$ cat config.mk
export PLATFORM = sky130hd
export DESIGN_NAME = datapath_sequencer
export DESIGN_NICKNAME = d
export VERILOG_FILES = /design/src/rtl/riscv_pkg.sv /design/src/rtl/rtype_decoder.sv /design/src/rtl/datapath_sequencer.sv
export SDC_FILE = /design/constraint.sdc
export NUM_CORES = 1
export LEC_CHECK = 0
export BUFFER_PORTS_ARGS = -buffer_cell sky130_fd_sc_hd__buf_2
export CAP_MARGIN = 30
export CORE_UTILIZATION = 54
export DETAILED_ROUTE_END_ITERATION = 8
export GPL_TIMING_DRIVEN = 0
export PLACE_DENSITY = 0.85
export SETUP_SLACK_MARGIN = 0.3
export SLEW_MARGIN = 30
export SYNTH_ARGS = -nofsm -noshare
export SYNTH_HDL_FRONTEND = slang
export SYNTH_HIERARCHICAL = 1
export SYNTH_SLANG_ARGS = --single-unit
$ cat constraint.sdc
create_clock -name clk -period 4.6 [get_ports clk]
set_clock_uncertainty 0.1 [all_clocks]
set_input_delay 0.23 -clock clk [delete_from_list [all_inputs] [get_ports clk]]
set_output_delay 0.23 -clock clk [all_outputs]
set_load 0.1 [all_outputs]
$ cat src/rtl/riscv_pkg.sv
// Shared RV32I constants: ALU operation codes, R-type opcode/funct fields
// and the sequencer FSM state encoding.
package riscv_pkg;

   localparam logic [6:0] ALU_NOP  = 7'd0;
   localparam logic [6:0] ALU_ADD  = 7'd1;
   localparam logic [6:0] ALU_SUB  = 7'd2;
   localparam logic [6:0] ALU_SLL  = 7'd3;
   localparam logic [6:0] ALU_SLT  = 7'd4;
   localparam logic [6:0] ALU_SLTU = 7'd5;
   localparam logic [6:0] ALU_XOR  = 7'd6;
   localparam logic [6:0] ALU_SRL  = 7'd7;
   localparam logic [6:0] ALU_SRA  = 7'd8;
   localparam logic [6:0] ALU_OR   = 7'd9;
   localparam logic [6:0] ALU_AND  = 7'd10;

   localparam logic [6:0] OPCODE_OP = 7'b0110011;

   localparam logic [2:0] F3_ADD_SUB = 3'b000;
   localparam logic [2:0] F3_SLL     = 3'b001;
   localparam logic [2:0] F3_SLT     = 3'b010;
   localparam logic [2:0] F3_SLTU    = 3'b011;
   localparam logic [2:0] F3_XOR     = 3'b100;
   localparam logic [2:0] F3_SRL_SRA = 3'b101;
   localparam logic [2:0] F3_OR      = 3'b110;
   localparam logic [2:0] F3_AND     = 3'b111;

   localparam logic [6:0] F7_BASE = 7'b0000000;
   localparam logic [6:0] F7_ALT  = 7'b0100000;

   typedef logic [1:0] state_t;
   localparam state_t ST_IDLE   = 2'd0;
   localparam state_t ST_DECODE = 2'd1;
   localparam state_t ST_EXEC   = 2'd2;
   localparam state_t ST_RESP   = 2'd3;

endpackage

$ cat src/rtl/rtype_decoder.sv
// Combinational R-type decoder: instruction word -> ALU operation and an
// illegal flag. Illegal words always map to ALU_NOP.
module rtype_decoder
   import riscv_pkg::*;
(
   input  logic [31:0] instr,
   output logic [6:0]  operation,
   output logic        illegal
);

   logic [6:0] funct7;
   logic [2:0] funct3;

   assign funct7 = instr[31:25];
   assign funct3 = instr[14:12];

   always_comb begin
      operation = ALU_NOP;
      illegal   = 1'b1;
      if (instr[6:0] == OPCODE_OP) begin
         illegal = 1'b0;
         case ({funct7, funct3})
            {F7_BASE, F3_ADD_SUB}: operation = ALU_ADD;
            {F7_ALT,  F3_ADD_SUB}: operation = ALU_SUB;
            {F7_BASE, F3_SLL}:     operation = ALU_SLL;
            {F7_BASE, F3_SLT}:     operation = ALU_SLT;
            {F7_BASE, F3_SLTU}:    operation = ALU_SLTU;
            {F7_BASE, F3_XOR}:     operation = ALU_XOR;
            {F7_BASE, F3_SRL_SRA}: operation = ALU_SRL;
            {F7_ALT,  F3_SRL_SRA}: operation = ALU_SRA;
            {F7_BASE, F3_OR}:      operation = ALU_OR;
            {F7_BASE, F3_AND}:     operation = ALU_AND;
            default: begin
               operation = ALU_NOP;
               illegal   = 1'b1;
            end
         endcase
      end
   end

endmodule

$ cat src/rtl/datapath_sequencer.sv
// Multi-cycle R-type sequencer: one instruction in flight, IDLE->DECODE->EXEC->RESP,
// driving register-file/ALU controls and returning a zero/illegal response.
module datapath_sequencer
   import riscv_pkg::*;
#(
   parameter int CNT_W = 32
) (
   input  logic             clk,
   input  logic             reset,
   input  logic             instr_valid,
   input  logic [31:0]      instr,
   output logic             instr_ready,
   input  logic             zero_flag,
   output logic [4:0]       rs1,
   output logic [4:0]       rs2,
   output logic [4:0]       rw,
   output logic [6:0]       operation,
   output logic             write,
   output logic             resp_valid,
   input  logic             resp_ready,
   output logic             resp_zero,
   output logic             resp_illegal,
   output logic [CNT_W-1:0] retired_count,
   output state_t           dbg_state
);

   // Handshakes: a transfer happens on a rising edge where valid && ready are
   // both high; valid never waits on ready, and ready never looks at valid.
   state_t     state;
   logic [6:0] op_q;
   logic       illegal_q;
   logic [6:0] dec_op;
   logic       dec_illegal;

   rtype_decoder u_decoder (
      .instr     (instr),
      .operation (dec_op),
      .illegal   (dec_illegal)
   );

   assign instr_ready = (state == ST_IDLE);
   assign resp_valid  = (state == ST_RESP);
   assign write       = (state == ST_EXEC) && (rw != 5'd0);
   assign operation   = (state == ST_IDLE) ? ALU_NOP : op_q;
   assign dbg_state   = state;

   // Fields are captured at the accept edge so they are already valid in DECODE.
   always_ff @(posedge clk or posedge reset) begin
      if (reset) begin
         state         <= ST_IDLE;
         rs1           <= 5'd0;
         rs2           <= 5'd0;
         rw            <= 5'd0;
         op_q          <= ALU_NOP;
         illegal_q     <= 1'b0;
         resp_zero     <= 1'b0;
         resp_illegal  <= 1'b0;
         retired_count <= '0;
      end else begin
         case (state)
            ST_IDLE: begin
               if (instr_valid) begin
                  rs1       <= instr[19:15];
                  rs2       <= instr[24:20];
                  rw        <= instr[11:7];
                  op_q      <= dec_op;
                  illegal_q <= dec_illegal;
                  state     <= ST_DECODE;
               end
            end
            ST_DECODE: begin
               if (illegal_q) begin
                  resp_zero    <= 1'b0;
                  resp_illegal <= 1'b1;
                  state        <= ST_RESP;
               end else begin
                  state <= ST_EXEC;
               end
            end
            ST_EXEC: begin
               resp_zero     <= zero_flag;
               resp_illegal  <= 1'b0;
               retired_count <= retired_count + 1'b1;
               state         <= ST_RESP;
            end
            ST_RESP: begin
               if (resp_ready) state <= ST_IDLE;
            end
            default: state <= ST_IDLE;
         endcase
      end
   end

endmodule

* After elaboration in Yosys (flattened, before gate mapping)
Index checks and enable logic that the tools add are counted.
** Word-level totals
- Logic and storage cells :: 48
- Output and inout bits :: 61
- Register bits after elaboration :: 59
- Input bits :: 37
** Operators by class
- Muxes and demuxes :: 13
- $add $sub $neg :: 1
- Equality and inequality tests :: 16
- Reductions and logical operators :: 9
** Operators with widths (count)
- == test 10 x 3 -> 1 bit, second input constant :: 4
- case mux 4 bit (10 select lines) :: 1
- adder 32 x 1 -> 32 bit, second input constant :: 1
- == test 10 x 2 -> 1 bit, second input constant :: 2
- == test 10 x 9 -> 1 bit, second input constant :: 2
- 2-to-1 mux 7 bit :: 2
- == test 10 x 1 -> 1 bit, second input constant :: 1
- zero test 10 bit :: 1
- OR reduction 10 bit :: 1
- case mux 2 bit (4 select lines) :: 1
- == test 7 x 6 -> 1 bit, second input constant :: 1
- AND reduction 2 bit :: 3
- 2-to-1 mux 1 bit :: 5
- nonzero test 5 bit :: 1
- == test 2 bit, second input constant :: 2
- 2-to-1 mux 2 bit :: 2
- inequality test 2 bit, second input constant :: 2
- case mux 1 bit (2 select lines) :: 2
- == test 2 x 1 -> 1 bit, second input constant :: 1
- zero test 2 bit :: 1
- inequality test 2 x 1 -> 1 bit, second input constant :: 1
- nonzero test 2 bit :: 1
- logical AND 1 bit :: 1

* Logic depth before layout (Yosys ltp)
Gate-level depths: netlist (run 1).
- Depth after elaboration :: 4
- Gate-level depth with buffers :: 8
- Mapped depth without buffers :: 6

* Modules after synthesis
Netlist (run 1), hierarchy kept.
** By module, submodules not included
- datapath_sequencer :: sequential area each 1476.4 um^2, instances 1, area an instance 2660.1 um^2, cells each 215
- rtype_decoder :: sequential area each 0.0 um^2, instances 1, area an instance 246.5 um^2, cells each 31

* Worst setup path before layout (run 1)
No wires, ideal clock.
- Path type :: reg2out
- Start :: reg state[0] (netlist: dbg_state[0])
- End :: out operation[0]
- Data arrival time :: 3.394 ns
- Cell stages (with the launch flop) :: 5
- Setup slack :: 0.876 ns
- Data required time :: 4.270 ns
- Buffers on the path :: 1
- Path through :: dfrtp_1 -> inv_1 -> ha_1 -> clkbuf_1 -> nor2b_1
** Between the ends
- Cells in the longest elaborated chain, start to end :: 2
** RTL lines
- from (decl) :: RTL line datapath_sequencer.sv:29 : state_t state;
- from (signal assigned) :: RTL line datapath_sequencer.sv:50 : state <= ST_IDLE;
- from (signal assigned) :: RTL line datapath_sequencer.sv:68 : state <= ST_DECODE;
- from (signal assigned) :: RTL line datapath_sequencer.sv:75 : state <= ST_RESP;
- zero test 2 bit
- net instr_ready :: RTL line datapath_sequencer.sv:12 : output logic instr_ready,
- 2-to-1 mux 7 bit :: RTL line datapath_sequencer.sv:44 : assign operation = (state == ST_IDLE) ? ALU_NOP : op_q;
- to (decl) :: RTL line datapath_sequencer.sv:17 : output logic [6:0] operation,
The timed path passes the listed nets, and every way through them passes these cells.

* Worst setup path after layout (run 1)
- Start :: reg state[0] (netlist: dbg_state[0])
- End :: reg retired_count[31]
** Between the ends
- Cells in the longest elaborated chain, start to end :: 1
** RTL lines
- == test 2 bit :: RTL line datapath_sequencer.sv:60 : case (state)
- to (signal assigned) :: RTL line datapath_sequencer.sv:83 : retired_count <= retired_count + 1'b1;
- to (decl) :: RTL line datapath_sequencer.sv:23 : output logic [CNT_W-1:0] retired_count,
Every way passes these cells.
A chain may end at the register's enable or synchronous reset.

==> results of run 1 <==
## power breakdown
part / switching (uW) / leakage [uW] / internal [uW]
registers: 95.8 / 0.000764 / 647
logic: 1270 / 0.00106 / 293
clock network: 187 / 0.000104 / 287
## final timing paths
check	from	endpoint	slack, ps	cells after the start
hold reg to reg	retired_count[31]	retired_count[31]	370	1
min in group asynchronous	reset	retired_count[11]	250	3
setup reg to reg	dbg_state[0]	retired_count[31]	2260	8
max in group asynchronous	reset	op_q[3]	3690	4
setup / recovery	dbg_state[0]	retired_count[31]	2260	8
hold / removal	instr[10]	rw[3]	30	2
## routing by layer
layer  vias to the layer above  GRT usage (%)
met2                        64           34.4
met5                         -              0
met1                      1051           25.0
met3                         5           9.13
met4                         0           4.32
li1                       1052              -
## worst register-to-register path, cell delays in order (launching register included)
cell and delay (ps):
dfrtp_1 440, inv_1 110, ha_1 170, buf_6 150
nand4_2 140, or4b_1 560, buf_6 170, nor4_4 270
xor2_1 160
## per-stage QoR
stage | util, % | instance area [um^2] | hold slack, ps | instances | worst slack [ps]
final | 72.3 | 3720 | 28.3 | 429 | 2260
after global routing | 72.3 | 3720 | 10.0 | 429 | 2090
after CTS | 72.3 | 3720 | 14.6 | 429 | 2270
after detailed placement | 68.2 | 3510 | 45.6 | 414 | 2280
after global placement | 67.6 | 3480 | 352 | 413 | 2110
after floorplan | - | 2910 | 281 | 248 | 876
## layout by cell type, fill, tap and decap left out, types with 3 or more instances in the layout
cell type / n
ha_1: 5
nor3_2: 4
buf_4: 4
conb_1: 3
xnor2_1: 13
inv_1: 11
nand3_1: 4
nor2_1: 12
nor2b_1: 8
mux2_2: 26
nand4_1: 5
xor2_1: 19
buf_2: 97
dfrtp_1: 59
nor4_4: 3
nand2_1: 19
clkbuf_8: 12
nand4_2: 3
clkbuf_1: 3
nor3_1: 9
## state kept, by name, indices dropped and copies added, names as in the netlist
register,cells
resp_illegal,1
rs1,5
illegal_q,1
retired_count,32
dbg_state,2
rs2,5
op_q,7
rw,5
resp_zero,1
## area by class of cell
| cell class | instances | area share [%] |
|---|---|---|
| buffer | 13 | 2.19 |
| clock inverter | 2 | 0.942 |
| multi-input combinational | 164 | 35.3 |
| sequential | 59 | 39.7 |
| tap | 70 | 2.36 |
| clock buffer | 12 | 4.44 |
| timing repair buffer | 97 | 13.8 |
| inverter | 12 | 1.28 |
## kinds of logic after synthesis
| logic type | Yosys count | synth area share (%) |
|---|---|---|
| simple gates | 84 | 18.9 |
| flops | 59 | 50.8 |
| xor+xnor | 33 | 10.2 |
| mux | 26 | 10.1 |
| buf+inv | 25 | 4.35 |
| compound gates | 13 | 3.40 |
| fa+ha+maj | 5 | 2.15 |
| other cells | 1 | 0.129 |
## timing repair
| item | in CTS | in global routing |
|---|---|---|
| hold buffers | 1 | 0 |
| endpoints found under the hold margin | 59 | 0 |
| buffers inserted | 0 | 0 |
==> impl_metrics.py, run 1 <==
metrics = {
    "status": {
        "status": "complete, no violations",
    },
    "synth": {
        "ys_types": 46,
        "synth.cell_area_mm2": 0.00291,
        "synth_commonest_cells": "dfrtp_1, mux2_2, nand2_1, xor2_1, xnor2_1",
        "yosysMostFrequentCell": "dfrtp_1",
        "synth_warnings": 6,
        "yosys.area.top_type": "dfrtp_1",
        "synth.area.top_cells": "dfrtp_1, mux2_2, xor2_1",
        "ys_async_sr_fraction_pct": 100,
        "syn_area_per_cell_um2": 11.8,
        "synth_edf_count": 0,
        "synth_top_cell_area_share_pct": 50.8,
        "ys_ff_latch": 59,
        "ys_seq_area_share_pct": 50.8,
        "ys.flop_type": "dfrtp_1",
        "netlist_instances": 246,
    },
    "floorplanning": {
        "initial_core_util_pct": 56.5,
        "std_cell_rows": 26,
        "die_h_um": 75.4,
        "die_x_um": 75.4,
        "ios": 98,
        "coreArea_mm2": 0.00514,
        "die_area_mm2": 0.00568,
    },
    "cells_and_area": {
        "nets": 398,
        "syn_to_final_growth_pct": 27.9,
        "drive_gt1_share_pct": 45.7,
        "seq_area_mm2": 0.00148,
        "fillers": 399,
        "num_antenna_cells": 0,
        "multi_input_area_mm2": 0.00131,
    },
    "min_path": {
        "min_path_type": "in2reg",
    },
    "detailed_routing": {
        "routedWlPerCell_um": 13.2,
        "ant_nets": 0,
        "firstDrtPassIters": 4,
        "vias": 2172,
        "highest_layer": "met4",
        "drc": 0,
        "totalWireLength_mm": 5.68,
        "drt-initial-drc-count": 95,
        "drt-met1-wl_mm": 2.41,
        "routed-wl-met3_um": 336,
        "wl_met2_mm": 2.90,
        "viasPerCell": 5.06,
    },
    "worst_setup_path": {
        "critical_path.max_fanout": 10,
        "crit_top_cell": "buf_6",
        "slowest_stage": "or4b_1",
        "worstSetupPathType": "reg2reg",
        "cp-start-kind": "register",
        "cp_top_family": "simple AND/OR/NAND/NOR gates",
        "crit_arrival_ps": 2490,
        "crit_buf_inv": 3,
        "end_kind": "register",
        "cpPeakStageDelay_ps": 560,
        "crit_chain": "inv_1, ha_1, buf_6, nand4_2, or4b_1, buf_6, nor4_4, xor2_1",
        "cp_data_required_time_ps": 4760,
    },
    "power": {
        "finalPower_uw": 2780,
        "vdd_ir_drop_max_v": 0.000721,
        "power_leakage_uw": 0.00193,
        "p_per_area_mw_per_mm2": 748,
    },
    "timing": {
        "fin_crit_ps": 2340,
        "drv_slew": 0,
        "worst_pin_slew_ps": 580,
        "tns_ps": 0,
        "rsz0062_at_grt": "false",
        "fmax_ghz": 0.428,
        "period_share_pct": 50.8,
        "slew_headroom_pct": 61.3,
        "hold_viol_final": 0,
        "setup-violations-final": 0,
    },
    "global_route": {
        "grt_overflow_total": 0,
        "grt_first_pass_wirelength_mm": 8.46,
        "grt_pass1_vias": 1845,
        "grt_max_degree": 51,
        "antenna_found_initial": 0,
        "grt_usage_pct": 20.6,
    },
    "clocking": {
        "cts_buffer_depth": 2,
        "clkLatencyLatePin_ps": 330,
        "cts_made_buffers": 9,
        "htree_levels": 3,
        "root_buffer": "clkbuf_8",
        "post_cts_resized": 0,
        "clkSinkCount": 59,
        "clkTransAtPathRegs_ps": 60,
        "tritoncts": "yes",
    },
    "job": {
        "drv_cap": 0,
    },
    "placed_design": {
        "gp_congestion": 0.774,
        "dp_hpwl_mm": 4.08,
        "io_buffers": 95,
    },
}
Power figures use the tool's default switching activity.
==> run 2, diff against run 1 <==
CORE_UTILIZATION = 50   (was 54)
PLACE_DENSITY = 0.79   (was 0.85)
clock period = 2.36 ns   (was 4.6 ns; I/O delays follow)
==> impl_metrics.py, run 2 (same netlist as run 1, synthesis figures left out) <==
metrics = {
    "status": {
        "status": "complete, no violations",
    },
    "worst_setup_path": {
        "cp-start-kind": "register",
        "cp_data_required_time_ps": 2510,
        "end_kind": "register",
        "critical_path.max_fanout": 5,
        "r2r-end": "retired_count[16]",
        "r2r_cells": 9,
        "crit_arrival_ps": 2160,
        "cpPeakStageDelay_ps": 540,
        "slowest_stage": "or4b_4",
        "rrSetupSlack_ps": 350,
        "r2r-start": "dbg_state[0]",
        "crit_chain": "inv_4, ha_4, buf_8, nand4_4, or4b_4, buf_12, buf_4, nor2_4, xnor2_1",
        "worstSetupPathType": "reg2reg",
    },
    "clocking": {
        "tritoncts": "yes",
        "clkSinkCount": 59,
        "root_buffer": "clkbuf_8",
        "clkTransAtPathRegs_ps": 70,
        "htree_levels": 3,
        "clkLatencyLatePin_ps": 330,
        "cts_buffer_depth": 2,
        "cts_made_buffers": 9,
    },
    "timing": {
        "fin_ws_ps": 351,
        "hold_viol_final": 0,
        "rsz0062_at_grt": "true",
        "fin_crit_ps": 2010,
        "slew_headroom_pct": 65.0,
        "drv_slew": 0,
        "setup-violations-final": 0,
        "worst_pin_slew_ps": 525,
        "fmax_ghz": 0.498,
        "period_share_pct": 85.1,
    },
    "detailed_routing": {
        "ant_nets": 0,
        "drc": 0,
        "routedWlPerCell_um": 14.5,
        "totalWireLength_mm": 6.66,
        "vias": 2313,
        "drt-initial-drc-count": 99,
        "firstDrtPassIters": 4,
        "viasPerCell": 5.04,
    },
    "min_path": {
        "min_path_type": "in2reg",
        "min_path_cells": 3,
        "whs_endpoint": "dbg_state[0]",
        "min_from": "resp_ready",
    },
    "floorplanning": {
        "ios": 98,
        "die_x_um": 78.2,
        "initial_core_util_pct": 52.5,
        "std_cell_rows": 27,
        "coreArea_mm2": 0.00554,
        "die_h_um": 78.2,
        "die_area_mm2": 0.00612,
    },
    "power": {
        "p_int_uw": 2710,
        "vdd_ir_drop_max_v": 0.00126,
        "p_per_area_mw_per_mm2": 1380,
        "seqPwrFrac_pct": 25.1,
        "swShare_pct": 54.4,
        "pwr-share-clk_pct": 16.7,
        "power_switching_uw": 3240,
        "power_leakage_uw": 0.00217,
        "combPwrFrac_pct": 58.2,
    },
    "cells_and_area": {
        "fin_area_mm2": 0.00432,
        "regMostFlops": "retired_count",
        "layout_commonest_cell": "buf_2",
        "final_cell_mix": "buf_2, dfrtp_1, dfrtp_2",
        "final_util_pct": 78.0,
        "num_antenna_cells": 0,
        "largest_reg_flops": 32,
        "top_regs": "retired_count (32), op_q (7)",
        "syn_to_final_growth_pct": 48.7,
        "drive_gt1_share_pct": 58.4,
        "nets": 424,
    },
    "placed_design": {
        "place_area_mm2": 0.00381,
        "place_ws_ps": 271,
        "dp_hpwl_mm": 4.62,
        "io_buffers": 95,
        "gp_congestion": 0.765,
    },
    "global_route": {
        "grt_usage_pct": 23.2,
        "grt_pass1_vias": 2380,
        "grt_max_degree": 41,
        "antenna_found_initial": 0,
        "grt_overflow_total": 0,
        "grt_first_pass_wirelength_mm": 11.0,
    },
    "job": {
        "drv_cap": 0,
    },
}
## run 2: per-layer routing
metal	global-route usage, %	part of all wire [%]
met1	28.7	42
met5	0	0
met4	10.9	0.93
met3	4.88	4.3
met2	38.9	53
## run 2: per-stage QoR
stage               hold slack [ps]  instances  TNS, ps  total power [uW]
finish                         79.8        459        0              5950
global route                   80.7        459        0              6170
CTS                            70.9        450        0              5920
detailed placement            -13.6        416        0              4890
global placement                251        415    -7390              4830
floorplan                       167        248        0              4400
## run 2: repair_timing
| action | CTS | global route |
|---|---|---|
| gates resized for setup | 0 | 11 |
| hold buffers | 17 | 0 |
| cloned | 0 | 2 |
| setup endpoints to repair | 7 | 15 |
| buffers inserted | 1 | 7 |
| endpoints found under the hold margin | 75 | 0 |
| pin swaps | 0 | 4 |
## run 2: worst max path at each step
stage | slack, ps | from | end | cells after the start
floorplan | 40 | dbg_state[1] | retired_count[27] | 7
global placement | -240 | reset | retired_count[12] | 2
detailed placement | 270 | dbg_state[0] | retired_count[18] | 8
CTS | 310 | dbg_state[0] | retired_count[18] | 8
global route | 270 | dbg_state[0] | retired_count[18] | 8
finish | 350 | dbg_state[0] | retired_count[16] | 9
## run 2: cell type report
cell class	instances	area, um^2
inverters	12	50.0
clock buffers	11	131
flip-flops and latches	59	1500
repair buffers	123	758
plain buffers	13	141
fillers	362	1220
multi-input cells	164	1570
clock inverters	5	77.6
well taps	72	90.1
## run 2: critical path: cells and delay by family (launching register included)
family | cells | cell delay [ps]
flops | 1 | 420
xor+xnor | 1 | 120
simple gates | 3 | 690
fa+ha+maj | 1 | 120
buf+inv | 4 | 480
## run 2: power by group through the flow
| stage | sequential (uW) | combinational (uW) | clock (uW) |
|---|---|---|---|
| after floorplan | 3060 | 1350 | 0 |
| after global placement | 1500 | 3320 | 0 |
| after detailed placement | 1520 | 3360 | 0 |
| after CTS | 1500 | 3410 | 1010 |
| after global routing | 1530 | 3580 | 1060 |
| final | 1500 | 3460 | 995 |
